===== src/rtl/riscy_pkg.sv =====
// ============================================================================
//  Module      : riscy_pkg
//  Description : Shared types and constants for the instruction read responder
//                (NOP encoding, fill FSM states, line buffer entry layout).
//  Revision    : 1.0 - initial release
// ============================================================================
`default_nettype none

package riscy_pkg;

    // Two RISC-V NOPs (addi x0,x0,0) packed into one 64-bit fetch word
    localparam logic [63:0] INSTR_NOP = 64'h0000_0013_0000_0013;

    // Tag field is sized for the widest possible bus; narrower buses
    // zero-extend their tag so the compare stays uniform.
    localparam int IBUF_TAG_W = 62;

    typedef enum logic [1:0] {
        IDLE = 2'd0,
        LO   = 2'd1,
        HI   = 2'd2,
        WR   = 2'd3
    } resp_state_t;

    typedef struct packed {
        logic                  valid;
        logic [IBUF_TAG_W-1:0] tag;
        logic [63:0]           data;
    } ibuf_entry_t;

endpackage

`default_nettype wire


===== src/rtl/instr_line_buffer.sv =====
// ============================================================================
//  Module      : instr_line_buffer
//  Description : Two-entry tagged instruction line buffer with LRU victim
//                selection, most-recently-filled priority and bulk invalidate.
//  Revision    : 1.0 - initial release
// ============================================================================
`default_nettype none

module instr_line_buffer
    import riscy_pkg::*;
(
    input  logic                  clk,
    input  logic                  rst_n,
    input  logic                  lookup_en,
    input  logic [IBUF_TAG_W-1:0] lookup_tag,
    output logic                  hit,
    output logic [63:0]           hit_data,
    input  logic                  wr_en,
    input  logic [IBUF_TAG_W-1:0] wr_tag,
    input  logic [63:0]           wr_data,
    input  logic                  invalidate
);

    ibuf_entry_t [1:0] entry_q;
    ibuf_entry_t [1:0] entry_d;
    logic              lru_q;
    logic              lru_d;
    logic              mrf_q;
    logic              mrf_d;
    logic [1:0]        match;
    logic              hit_idx;
    logic              victim;

    // Tag compare; a double hit (same line fetched twice) resolves to the newer fill
    always_comb begin
        match[0] = entry_q[0].valid && (entry_q[0].tag == lookup_tag);
        match[1] = entry_q[1].valid && (entry_q[1].tag == lookup_tag);
        hit      = |match;
        hit_idx  = (&match) ? mrf_q : match[1];
        hit_data = entry_q[hit_idx].data;
        victim   = !entry_q[0].valid ? 1'b0 :
                   !entry_q[1].valid ? 1'b1 : lru_q;
    end

    // Next buffer contents: hits refresh LRU, fills override, invalidate overrides all
    always_comb begin
        entry_d = entry_q;
        lru_d   = lru_q;
        mrf_d   = mrf_q;
        if (lookup_en && hit) begin
            lru_d = ~hit_idx;
        end
        if (wr_en) begin
            entry_d[victim].valid = 1'b1;
            entry_d[victim].tag   = wr_tag;
            entry_d[victim].data  = wr_data;
            lru_d                 = ~victim;
            mrf_d                 = victim;
        end
        if (invalidate) begin
            entry_d[0].valid = 1'b0;
            entry_d[1].valid = 1'b0;
        end
    end

    // Buffer state registers
    always_ff @(posedge clk or negedge rst_n) begin
        if (!rst_n) begin
            entry_q <= '0;
            lru_q   <= 1'b0;
            mrf_q   <= 1'b0;
        end else begin
            entry_q <= entry_d;
            lru_q   <= lru_d;
            mrf_q   <= mrf_d;
        end
    end

endmodule

`default_nettype wire


===== src/rtl/instr_read_responder.sv =====
// ============================================================================
//  Module      : instr_read_responder
//  Description : Fetch-side instruction read responder. Serves 64-bit reads
//                from a 2-entry line buffer, fills misses as two 32-bit bus
//                beats and optionally prefetches the next sequential line.
//  Revision    : 1.0 - initial release
// ============================================================================
`default_nettype none

module instr_read_responder
    import riscy_pkg::*;
#(
    parameter int ADDR_W      = 32,
    parameter bit PREFETCH_EN = 1'b1
) (
    input  logic              clk,
    input  logic              rst_n,
    input  logic              instr_read_in,
    input  logic [63:0]       instr_address_in,
    input  logic              invalidate_in,
    output logic [63:0]       instr_read_value_out,
    output logic              instr_stall_out,
    output logic              misalign_out,
    output logic              mem_req_out,
    output logic [ADDR_W-1:0] mem_addr_out,
    input  logic              mem_ready_in,
    input  logic [31:0]       mem_rdata_in
);

    resp_state_t           state_q;
    resp_state_t           state_d;
    logic [ADDR_W-1:0]     fill_addr_q;
    logic [ADDR_W-1:0]     fill_addr_d;
    logic [ADDR_W-1:0]     mem_addr_q;
    logic [ADDR_W-1:0]     mem_addr_d;
    logic [31:0]           lo_q;
    logic [31:0]           lo_d;
    logic [31:0]           hi_q;
    logic [31:0]           hi_d;
    logic                  prefetch_q;
    logic                  prefetch_d;
    logic                  kill_q;
    logic                  kill_d;

    logic [ADDR_W-1:0]     req_addr;
    logic [IBUF_TAG_W-1:0] lookup_tag;
    logic [IBUF_TAG_W-1:0] fill_tag;
    logic                  aligned;
    logic                  lookup_en;
    logic                  buf_hit;
    logic [63:0]           buf_data;
    logic                  demand_miss;
    logic                  other_miss;
    logic                  buf_wr_en;

    // Address bits above the bus width never reach the buffer or the bus
    generate
        if (ADDR_W < 64) begin : g_addr_unused
            logic unused_addr_hi;
            assign unused_addr_hi = ^instr_address_in[63:ADDR_W];
        end
    endgenerate

    assign req_addr    = instr_address_in[ADDR_W-1:0];
    assign lookup_tag  = IBUF_TAG_W'(req_addr[ADDR_W-1:2]);
    assign fill_tag    = IBUF_TAG_W'(fill_addr_q[ADDR_W-1:2]);
    assign mem_req_out  = (state_q == LO) || (state_q == HI);
    assign mem_addr_out = mem_addr_q;

    instr_line_buffer u_line_buffer (
        .clk        (clk),
        .rst_n      (rst_n),
        .lookup_en  (lookup_en),
        .lookup_tag (lookup_tag),
        .hit        (buf_hit),
        .hit_data   (buf_data),
        .wr_en      (buf_wr_en),
        .wr_tag     (fill_tag),
        .wr_data    ({hi_q, lo_q}),
        .invalidate (invalidate_in)
    );

    // Fetch-side response: hits are zero-latency, misaligned reads never stall
    always_comb begin
        aligned              = (req_addr[1:0] == 2'b00);
        lookup_en            = instr_read_in && aligned;
        misalign_out         = instr_read_in && !aligned;
        demand_miss          = lookup_en && !buf_hit;
        // a miss that the line currently being written will not satisfy
        other_miss           = demand_miss && (lookup_tag != fill_tag);
        instr_stall_out      = demand_miss;
        instr_read_value_out = (lookup_en && buf_hit) ? buf_data : INSTR_NOP;
    end

    // Fill FSM: two beats, then one write cycle; beats are never abandoned
    always_comb begin
        state_d     = state_q;
        fill_addr_d = fill_addr_q;
        mem_addr_d  = mem_addr_q;
        lo_d        = lo_q;
        hi_d        = hi_q;
        prefetch_d  = prefetch_q;
        kill_d      = kill_q;
        buf_wr_en   = 1'b0;
        case (state_q)
            IDLE: begin
                if (demand_miss) begin
                    state_d     = LO;
                    fill_addr_d = req_addr;
                    mem_addr_d  = req_addr;
                    prefetch_d  = 1'b0;
                    kill_d      = 1'b0;
                end
            end
            LO: begin
                kill_d = kill_q || invalidate_in;
                if (mem_ready_in) begin
                    lo_d       = mem_rdata_in;
                    mem_addr_d = fill_addr_q + ADDR_W'(4);
                    state_d    = HI;
                end
            end
            HI: begin
                kill_d = kill_q || invalidate_in;
                if (mem_ready_in) begin
                    hi_d    = mem_rdata_in;
                    state_d = WR;
                end
            end
            WR: begin
                buf_wr_en = !kill_q && !invalidate_in;
                state_d   = IDLE;
                if (PREFETCH_EN && buf_wr_en && !prefetch_q && !other_miss) begin
                    state_d     = LO;
                    fill_addr_d = fill_addr_q + ADDR_W'(8);
                    mem_addr_d  = fill_addr_q + ADDR_W'(8);
                    prefetch_d  = 1'b1;
                    kill_d      = 1'b0;
                end
            end
            default: state_d = IDLE;
        endcase
    end

    // Fill FSM and bus registers
    always_ff @(posedge clk or negedge rst_n) begin
        if (!rst_n) begin
            state_q     <= IDLE;
            fill_addr_q <= '0;
            mem_addr_q  <= '0;
            lo_q        <= '0;
            hi_q        <= '0;
            prefetch_q  <= 1'b0;
            kill_q      <= 1'b0;
        end else begin
            state_q     <= state_d;
            fill_addr_q <= fill_addr_d;
            mem_addr_q  <= mem_addr_d;
            lo_q        <= lo_d;
            hi_q        <= hi_d;
            prefetch_q  <= prefetch_d;
            kill_q      <= kill_d;
        end
    end

endmodule

`default_nettype wire

===== config.mk =====
export PLATFORM = sky130hd
export DESIGN_NAME = instr_read_responder
export DESIGN_NICKNAME = d
export VERILOG_FILES = /design/src/rtl/riscy_pkg.sv /design/src/rtl/instr_line_buffer.sv /design/src/rtl/instr_read_responder.sv
export SDC_FILE = /design/constraint.sdc
export NUM_CORES = 1
export LEC_CHECK = 0
export CAP_MARGIN = 20
export CORE_ASPECT_RATIO = 1.1
export CORE_MARGIN = 5
export CORE_UTILIZATION = 40
export CTS_CLUSTER_SIZE = 10
export DETAILED_ROUTE_END_ITERATION = 12
export HOLD_SLACK_MARGIN = 0.02
export PLACE_DENSITY = 0.67
export RECOVER_POWER = 50
export SYNTH_ARGS = -nofsm -noshare
export SYNTH_HDL_FRONTEND = slang
export SYNTH_HIERARCHICAL = 1
export SYNTH_SLANG_ARGS = --single-unit

===== constraint.sdc =====
create_clock -name clk -period 3.5 [get_ports clk]
set_clock_uncertainty 0.2 [all_clocks]
set_input_delay 0.35 -clock clk [delete_from_list [all_inputs] [get_ports clk]]
set_output_delay 0.35 -clock clk [all_outputs]
set_load 0.01 [all_outputs]

==> results.md, run 1 <==
* Crit path max fanout at 6
* Antenna violations before repair at 1
* Max Fclk at 0.2446 GHz
* Relative slew slack at -0.2564
* Top area cells in the synthesized netlist: dfrtp_1 (49%), mux2_2 (19%), xnor2_1 (6.3%)
* Cell Pwr Density at 767.8 nW/µm²
* Ys Warns at 6
* Largest net degree at the start of global routing at 104
* Worst-Margin Slew at 1885 ps
* Crit-path max cell delay at 400 ps
* Number of violations of the max-capacitance limit at 1
* Horizontal die dimension at 221.9 µm
* Share of post-route cells with drive strength above 1 at 0.3913
* Worst path setup slack after routing at -588.2 ps
* Time the final worst path needs with I/O delays and setup at 4088 ps
* Final net count at 2143
* Final setup violating endpoints at 99
* Number of synthesized flops with an enable pin at 0
* Comb power frac at 0.383
* Cell with the most instances on the worst path: buf_12
* Area growth from synthesis to layout at 31.26%
* Met1 track utilization from global routing at 0.2565
* Register-to-register setup slack at -70 ps
* Reg2reg end: mem_addr_out[17]$_DFFE_PN0P_
* HPWL after detailed placement at 37920 µm
* H-tree depth at 2
* Register clock-pin slew on the reported worst setup and hold paths at 50 ps
* Initial core utilization at 0.4038
* CTS root buf: clkbuf_16
* Instance count along the most critical hold path at 2
* Synth Register Bits at 388
* Critical Path RT at 2950 ps
* First-pass GRT wire length at 85600 µm
* Cell taking the most area after synthesis: dfrtp_1
* Hold Crit Class: input pin to flop
* Clock tree from TritonCTS: yes
* RSZ-0062 raised after global routing: true
* Critical R2R Launch: u_line_buffer/entry_q[217]$_DFFE_PN0P_
* Final period util at 1.168
* Total detailed-routing wirelength at 55490 µm
* Overall die area at 53940 µm²
* Dominant cell by count in the synthesized netlist: dfrtp_1
* Synthesized netlist cell count at 1631
* Worst-case hold slack at 205.6 ps
* Post-synthesis async set-or-reset flop share at 1.000
* Post-Route Utilization at 0.5300
* Final hold viol count at 0
* Worst Reg2Reg Path Length in Cells at 15
* TritonCTS Buffers at 46
* Top post-synthesis cells by count: dfrtp_1 (388), mux2_2 (330), xnor2_1 (141)
* Endpoint with the worst hold slack: hi_q[29]$_DFFE_PN0P_
* Cell with the largest stage delay on the worst path: dfrtp_1
* Avg Inst Size Synth at 12.11 µm²
* Number of clock sinks at 388
* Internal cell power at 13220 µW
* Clock group share of total power at 0.218
* Leakage at 0.01194 µW
* Remaining design rule violation count at 0
* Met3 layer usage reported by global route at 0.03806
* Vias in the first global route at 14.84k
* Max VDD drop at 510.6 µV
* Share of the synthesized area in the top cell type at 0.4915
* Std cell rows at 85
* Final Total Pwr at 19910 µW
* Global-route usage over all layers at 0.1982
* Share of total power consumed by net switching at 0.3360
* Worst setup path startpoint: u_line_buffer/entry_q[217]$_DFFE_PN0P_
* Buffer levels on the longest clock path at 3
* Setup Total Neg Slack at -33170 ps
* Result of the run: finished with violations
* Clock latency on the worst-skew pair at 590 ps
* Die extent in y at 243.1 µm
* Number of routed nets with antenna violations at 0
* Overflow left after global routing at 0
* Net load switching power at 6690 µW
* Routed vias at 14.05k
* Global-route track usage on met2 at 0.3318
* Sequential Power Share at 0.399
* First drt pass iteration count at 7
* Cell-by-cell listing of the critical path: xnor2_1, nand4_1, nor4_2, nand4_1, buf_4, nor2_4, o21ai_4, buf_12, buf_12, buf_16, buf_12, mux2_4, and2_4, buf_6
* Syn Std Cell Area at 19760 µm²
* Number of antenna cells inserted at 0
* Total placed instance area at 23530 µm²
* Critical hold path startpoint: mem_rdata_in[29]
* Slew Limit Fails at 71
* Predominant post-synthesis flop cell: dfrtp_1
* # IOs at 200
* Final non-filler cell area at 25930 µm²
* Critical setup path kind: flop to output pin
* Critical path startpoint category: flop
* Sequential area share after synthesis at 0.4915
* Endpoint kind of the worst setup timing path: output pin
* Failing checks: max-capacitance violations, max-slew violations, negative setup slack
* Worst endpoint data arrival time at 3540 ps
* Gpl congestion at 0.9275
* Most used routing layer: met2
* Violation count after the first detailed-route iteration at 824
* Input/output buffers at 167
* Average wire per standard cell at 20.56 µm
* Yosys cell types at 68
* Vias per cell at 5.206
* Core area at 48920 µm²
## routing by layer
layer  vias up  part of all wire
li1       6406                 -
met1      7112              0.41
met2       402              0.49
met3       128             0.057
met4         2             0.038
met5         -           0.00022
## worst max-delay path, delay by kind of cell, from the launching register on
| kind | cells | cell delay [ps] |
|---|---|---|
| mux | 1 | 300 |
| compound gates | 1 | 80 |
| flops | 1 | 400 |
| simple gates | 5 | 950 |
| buf+inv | 6 | 840 |
| xor+xnor | 1 | 340 |
## power groups by stage
stage | Sequential (µW) | Clock [µW] | Combinational, µW
after floorplan | 7300 | 0 | 5020
after global placement | 7830 | 0 | 6670
after detailed placement | 7950 | 0 | 6860
after CTS | 7910 | 4450 | 7160
after global routing | 8170 | 4650 | 8160
final | 7940 | 4340 | 7620
## sequential cells by signal, summed over array words and instances (netlist names)
register / cells
fill_addr_q: 32
hi_q: 32
kill_q: 1
lo_q: 32
mem_addr_out: 32
prefetch_q: 1
state_q: 2
u_line_buffer/entry_q: 254
u_line_buffer/lru_q: 1
u_line_buffer/mrf_q: 1
## repair_timing
item,in CTS,in global routing
cloned,4,5
resized for setup,412,123
pin swaps,11,27
setup buffers,12,28
hold endpoints to repair,65,0
hold buffers,1,0
endpoints found under the setup margin,100,125
## worst max-delay path by stage
stage          slack (ps)  cells after the start                                      to
2_1_floorplan         340                     11  u_line_buffer/entry_q[100]$_DFFE_PN0P_
3_3_place_gp         -890                     13                instr_read_value_out[23]
3_5_place_dp         -870                     14                instr_read_value_out[22]
4_1_cts              -560                     14                instr_read_value_out[63]
5_1_grt              -650                     14                instr_read_value_out[28]
6_report             -590                     14                instr_read_value_out[24]
## cell usage in the layout (no fill, tap or decap), types with 8 or more instances in the layout
cell and n:
and2_4 53, nand2_1 76, mux2_4 88, nand3_1 30, o21ai_0 25, nand4_1 37
a221o_1 8, clkdlybuf4s50_1 99, o221ai_1 13, buf_6 73, o211ai_1 11, buf_4 110
buf_12 21, and3_1 16, clkbuf_16 50, xnor2_1 136, nor3_1 13, conb_1 135
inv_1 25, mux2_2 320, nor2_1 35, nand2b_1 13, nor2b_1 13, a21oi_1 17
buf_2 12, xor2_1 46, and2_1 18, a22oi_1 14, dfrtp_1 388
## area by class of cell
type	count	area, µm²
fill	4206	22990
multi-input combinational	1239	10590
sequential	388	9709
timing repair buffer	335	3397
clock buffer	53	1197
tap	652	815.8
clock inverter	6	123.9
inverter	26	97.59
## per-stage QoR
stage               worst slack (ps)  std cells
floorplan                      335.1       1765
global placement              -892.3       2605
detailed placement            -871.1       2606
CTS                           -560.4       2680
global route                  -646.2       2699
finish                        -588.2       2699
## kinds of logic after synthesis
| family | after synthesis | share of synthesized area |
|---|---|---|
| mux | 411 | 0.2392 |
| flops | 388 | 0.4915 |
| buf+inv | 138 | 0.03154 |
| fa+ha+maj | 6 | 0.003800 |
| compound gates | 144 | 0.05270 |
| xor+xnor | 188 | 0.08335 |
| simple gates | 355 | 0.09773 |
| other cells | 1 | 0.0001898 |
(Power assumes the default switching activity.)
==> inputs of run 2 (changes only) <==
--- a/config.mk
+++ b/config.mk
@@ -7,12 +7,11 @@
 export LEC_CHECK = 0
 export CAP_MARGIN = 20
 export CORE_ASPECT_RATIO = 1.1
-export CORE_MARGIN = 5
-export CORE_UTILIZATION = 40
+export CORE_UTILIZATION = 24
 export CTS_CLUSTER_SIZE = 10
 export DETAILED_ROUTE_END_ITERATION = 12
 export HOLD_SLACK_MARGIN = 0.02
-export PLACE_DENSITY = 0.67
+export PLACE_DENSITY = 0.48
 export RECOVER_POWER = 50
 export SYNTH_ARGS = -nofsm -noshare
 export SYNTH_HDL_FRONTEND = slang
==> results.md, run 2 (synthesis results as in run 1) <==
* Net load switching power at 6678 µW (was 6690 µW)
* Reg2reg end: fill_addr_q[29]$_DFFE_PN0P_ (was mem_addr_out[17]$_DFFE_PN0P_)
* # IOs at 200 (unchanged)
* Most used routing layer: met2 (unchanged)
* Total detailed-routing wirelength at 60220 µm (was 55490 µm)
* RSZ-0062 raised after global routing: true (unchanged)
* Global-route track usage on met2 at 0.2435 (was 0.3318)
* Comb power frac at 0.381 (was 0.383)
* Area growth from synthesis to layout at 35.29% (was 31.26%)
* Final period util at 1.134 (was 1.168)
* Register clock-pin slew on the reported worst setup and hold paths at 60 ps (was 50 ps)
* Met1 track utilization from global routing at 0.1912 (was 0.2565)
* Time the final worst path needs with I/O delays and setup at 3971 ps (was 4088 ps)
* Std cell rows at 109 (was 85)
* Worst Reg2Reg Path Length in Cells at 16 (was 15)
* Crit-path max cell delay at 400 ps (about the same)
* Final Instance Count excl. Fillers at 3142 (was 2699)
* Slew Limit Fails at 74 (was 71)
* Clock group share of total power at 0.228 (was 0.218)
* Sequential Power Share at 0.391 (was 0.399)
* Gpl congestion at 0.8687 (was 0.9275)
* Instance count along the most critical hold path at 4 (was 2)
* Flip-flop count of the largest register after layout at 254 (unchanged)
* Final Total Pwr at 20010 µW (was 19910 µW)
* Top Family by Delay on Critical Path: simple AND/OR/NAND/NOR gates (unchanged)
* Die extent in y at 302.9 µm (was 243.1 µm)
* Worst-case hold slack at 122.3 ps (was 205.6 ps)
* Final net count at 2171 (was 2143)
* Number of instances in the placed design at 3027 (was 2606)
* HPWL after detailed placement at 41930 µm (was 37920 µm)
* TritonCTS Buffers at 47 (was 46)
* CTS root buf: clkbuf_16 (unchanged)
* Cell Pwr Density at 748.8 nW/µm² (was 767.8 nW/µm²)
* Endpoint kind of the worst setup timing path: output pin (unchanged)
* Vias per cell at 4.475 (was 5.206)
* Critical Path RT at 2950 ps (about the same)
* Number of routed nets with antenna violations at 0 (unchanged)
* H-tree depth at 2 (unchanged)
* Input/output buffers at 167 (unchanged)
* Initial core utilization at 0.2443 (was 0.4038)
* Worst endpoint data arrival time at 3420 ps (was 3540 ps)
* Critical R2R Launch: u_line_buffer/entry_q[74]$_DFFE_PN0P_ (was u_line_buffer/entry_q[217]$_DFFE_PN0P_)
* Worst-Margin Slew at 1956 ps (was 1885 ps)
* First drt pass iteration count at 7 (unchanged)
* Horizontal die dimension at 275.6 µm (was 221.9 µm)
* Multi-input combinational cell area at 10510 µm² (was 10590 µm²)
* Number of violations of the max-capacitance limit at 1 (unchanged)
* Overall die area at 83470 µm² (was 53940 µm²)
* Max VDD drop at 419.3 µV (was 510.6 µV)
* Largest net degree at the start of global routing at 74 (was 104)
* Leakage at 0.01214 µW (was 0.01194 µW)
* Global-route usage over all layers at 0.1444 (was 0.1982)
* CP bufs+invs at 5 (was 6)
* Cell with the largest stage delay on the worst path: dfrtp_1 (unchanged)
* Worst path setup slack after routing at -470.5 ps (was -588.2 ps)
* Number of clock sinks at 388 (unchanged)
* Overflow left after global routing at 0 (unchanged)
* Final hold viol count at 0 (unchanged)
* Met3 layer usage reported by global route at 0.01789 (was 0.03806)
* Result of the run: finished with violations (unchanged)
* Critical hold path startpoint: instr_address_in[25] (was mem_rdata_in[29])
* Vias in the first global route at 14.91k (was 14.84k)
* Routed vias at 14.06k (was 14.05k)
* Sequential cell area at 9709 µm² (unchanged)
* Leading cell type in the layout, fill and taps excluded: dfrtp_1 (unchanged)
* Failing checks: max-capacitance violations, max-slew violations, negative setup slack (unchanged)
* Average wire per standard cell at 19.17 µm (was 20.56 µm)
* Share of post-route cells with drive strength above 1 at 0.3960 (was 0.3913)
* Buffer levels on the longest clock path at 3 (unchanged)
* Clock tree from TritonCTS: yes (unchanged)
* Reg with most FFs: u_line_buffer/entry_q (unchanged)
* Relative slew slack at -0.3038 (was -0.2564)
* Share of total power consumed by net switching at 0.3337 (was 0.3360)
* Critical path startpoint category: flop (unchanged)
* Commonest cells after routing, fill and taps aside: dfrtp_1 (388), mux2_2 (315), xnor2_1 (138), conb_1 (135), buf_4 (131) (was dfrtp_1 (388), mux2_2 (320), xnor2_1 (136), conb_1 (135), buf_4 (110))
* Register-to-register setup slack at -30 ps (was -70 ps)
* Filler Cell Count at 8036 (was 4206)
* Final setup violating endpoints at 97 (was 99)
* First-pass GRT wire length at 92000 µm (was 85600 µm)
* Max Fclk at 0.2519 GHz (was 0.2446 GHz)
* Hold Crit Class: input pin to flop (unchanged)
* Endpoint with the worst hold slack: fill_addr_q[25]$_DFFE_PN0P_ (was hi_q[29]$_DFFE_PN0P_)
* Internal cell power at 13330 µW (was 13220 µW)
* Clock latency on the worst-skew pair at 590 ps (about the same)
* Critical setup path kind: flop to output pin (unchanged)
* Antenna violations before repair at 2 (was 1)
* Violation count after the first detailed-route iteration at 766 (was 824)
* Cell-by-cell listing of the critical path: xor2_2, nor4_2, buf_4, and4_4, and4_4, nand4_1, o21ai_4, buf_12, buf_12, buf_4, mux2_4, and2_4, buf_6 (was xnor2_1, nand4_1, nor4_2, nand4_1, buf_4, nor2_4, o21ai_4, buf_12, buf_12, buf_16, buf_12, mux2_4, and2_4, buf_6)
* Core area at 80870 µm² (was 48920 µm²)
* Remaining design rule violation count at 0 (unchanged)
* Crit path max fanout at 8 (was 6)
run 2: worst min-delay path, delay by kind of cell:
family	cells	cell delay [ps]
buffers and inverters	2	380
AOI/OAI and AO/OA	1	70
and+or+nand+nor	1	50
run 2: power by group through the flow:
stage / Sequential (µW) / Clock (µW) / Combinational, µW
CTS: 7810 / 4720 / 7610
global placement: 7760 / 0 / 7160
global route: 8100 / 4890 / 8220
floorplan: 7300 / 0 / 5020
finish: 7820 / 4560 / 7630
detailed placement: 7850 / 0 / 7290
run 2: metrics by stage:
step	util	worst slack, ps	instance area, µm²	TNS [ps]
5_1_grt	0.3304	-592.4	26720	-50140
4_1_cts	0.3262	-737.1	26380	-39940
3_5_place_dp	0.2990	-1142	24180	-112430
6_report	0.3305	-470.5	26730	-26850
3_3_place_gp	0.2990	-1224	24180	-114000
2_1_floorplan	-	335.1	20260	0
run 2: final cells by class:
type | count | area share
inverters | 26 | 0.003652
repair buffers | 362 | 0.1379
flip-flops and latches | 388 | 0.3633
diodes | 2 | 0.0001873
well taps | 1054 | 0.04934
clock inverters | 5 | 0.003371
clock buffers | 66 | 0.04892
multi-input cells | 1239 | 0.3933
run 2: worst max path at each step:
stage / start / to / slack [ps] / depth (start not counted)
after CTS: u_line_buffer/entry_q[108]$_DFFE_PN0P_ / instr_read_value_out[6] / -740 / 13
after floorplan: state_q[1]$_DFFE_PN0P_ / u_line_buffer/entry_q[100]$_DFFE_PN0P_ / 340 / 11
final: u_line_buffer/entry_q[67]$_DFFE_PN0P_ / instr_read_value_out[18] / -470 / 13
after global placement: instr_address_in[6] / instr_read_value_out[28] / -1220 / 11
after global routing: u_line_buffer/entry_q[87]$_DFFE_PN0P_ / instr_read_value_out[29] / -590 / 13
after detailed placement: instr_address_in[6] / instr_read_value_out[28] / -1140 / 11
run 2: metal layers:
layer / vias to the layer above / share of wire
li1: 6472 / -
met2: 282 / 0.50
met3: 93 / 0.040
met1: 7214 / 0.44
met4: 0 / 0.026
met5: - / 0
run 2: what timing repair did:
action | CTS | global route
resized for setup | 414 | 118
buffers inserted | 29 | 9
endpoints found under the setup margin | 126 | 126
gates cloned | 6 | 2
endpoints found under the hold margin | 64 | 0
pin swaps | 6 | 2
hold buffers | 1 | 0
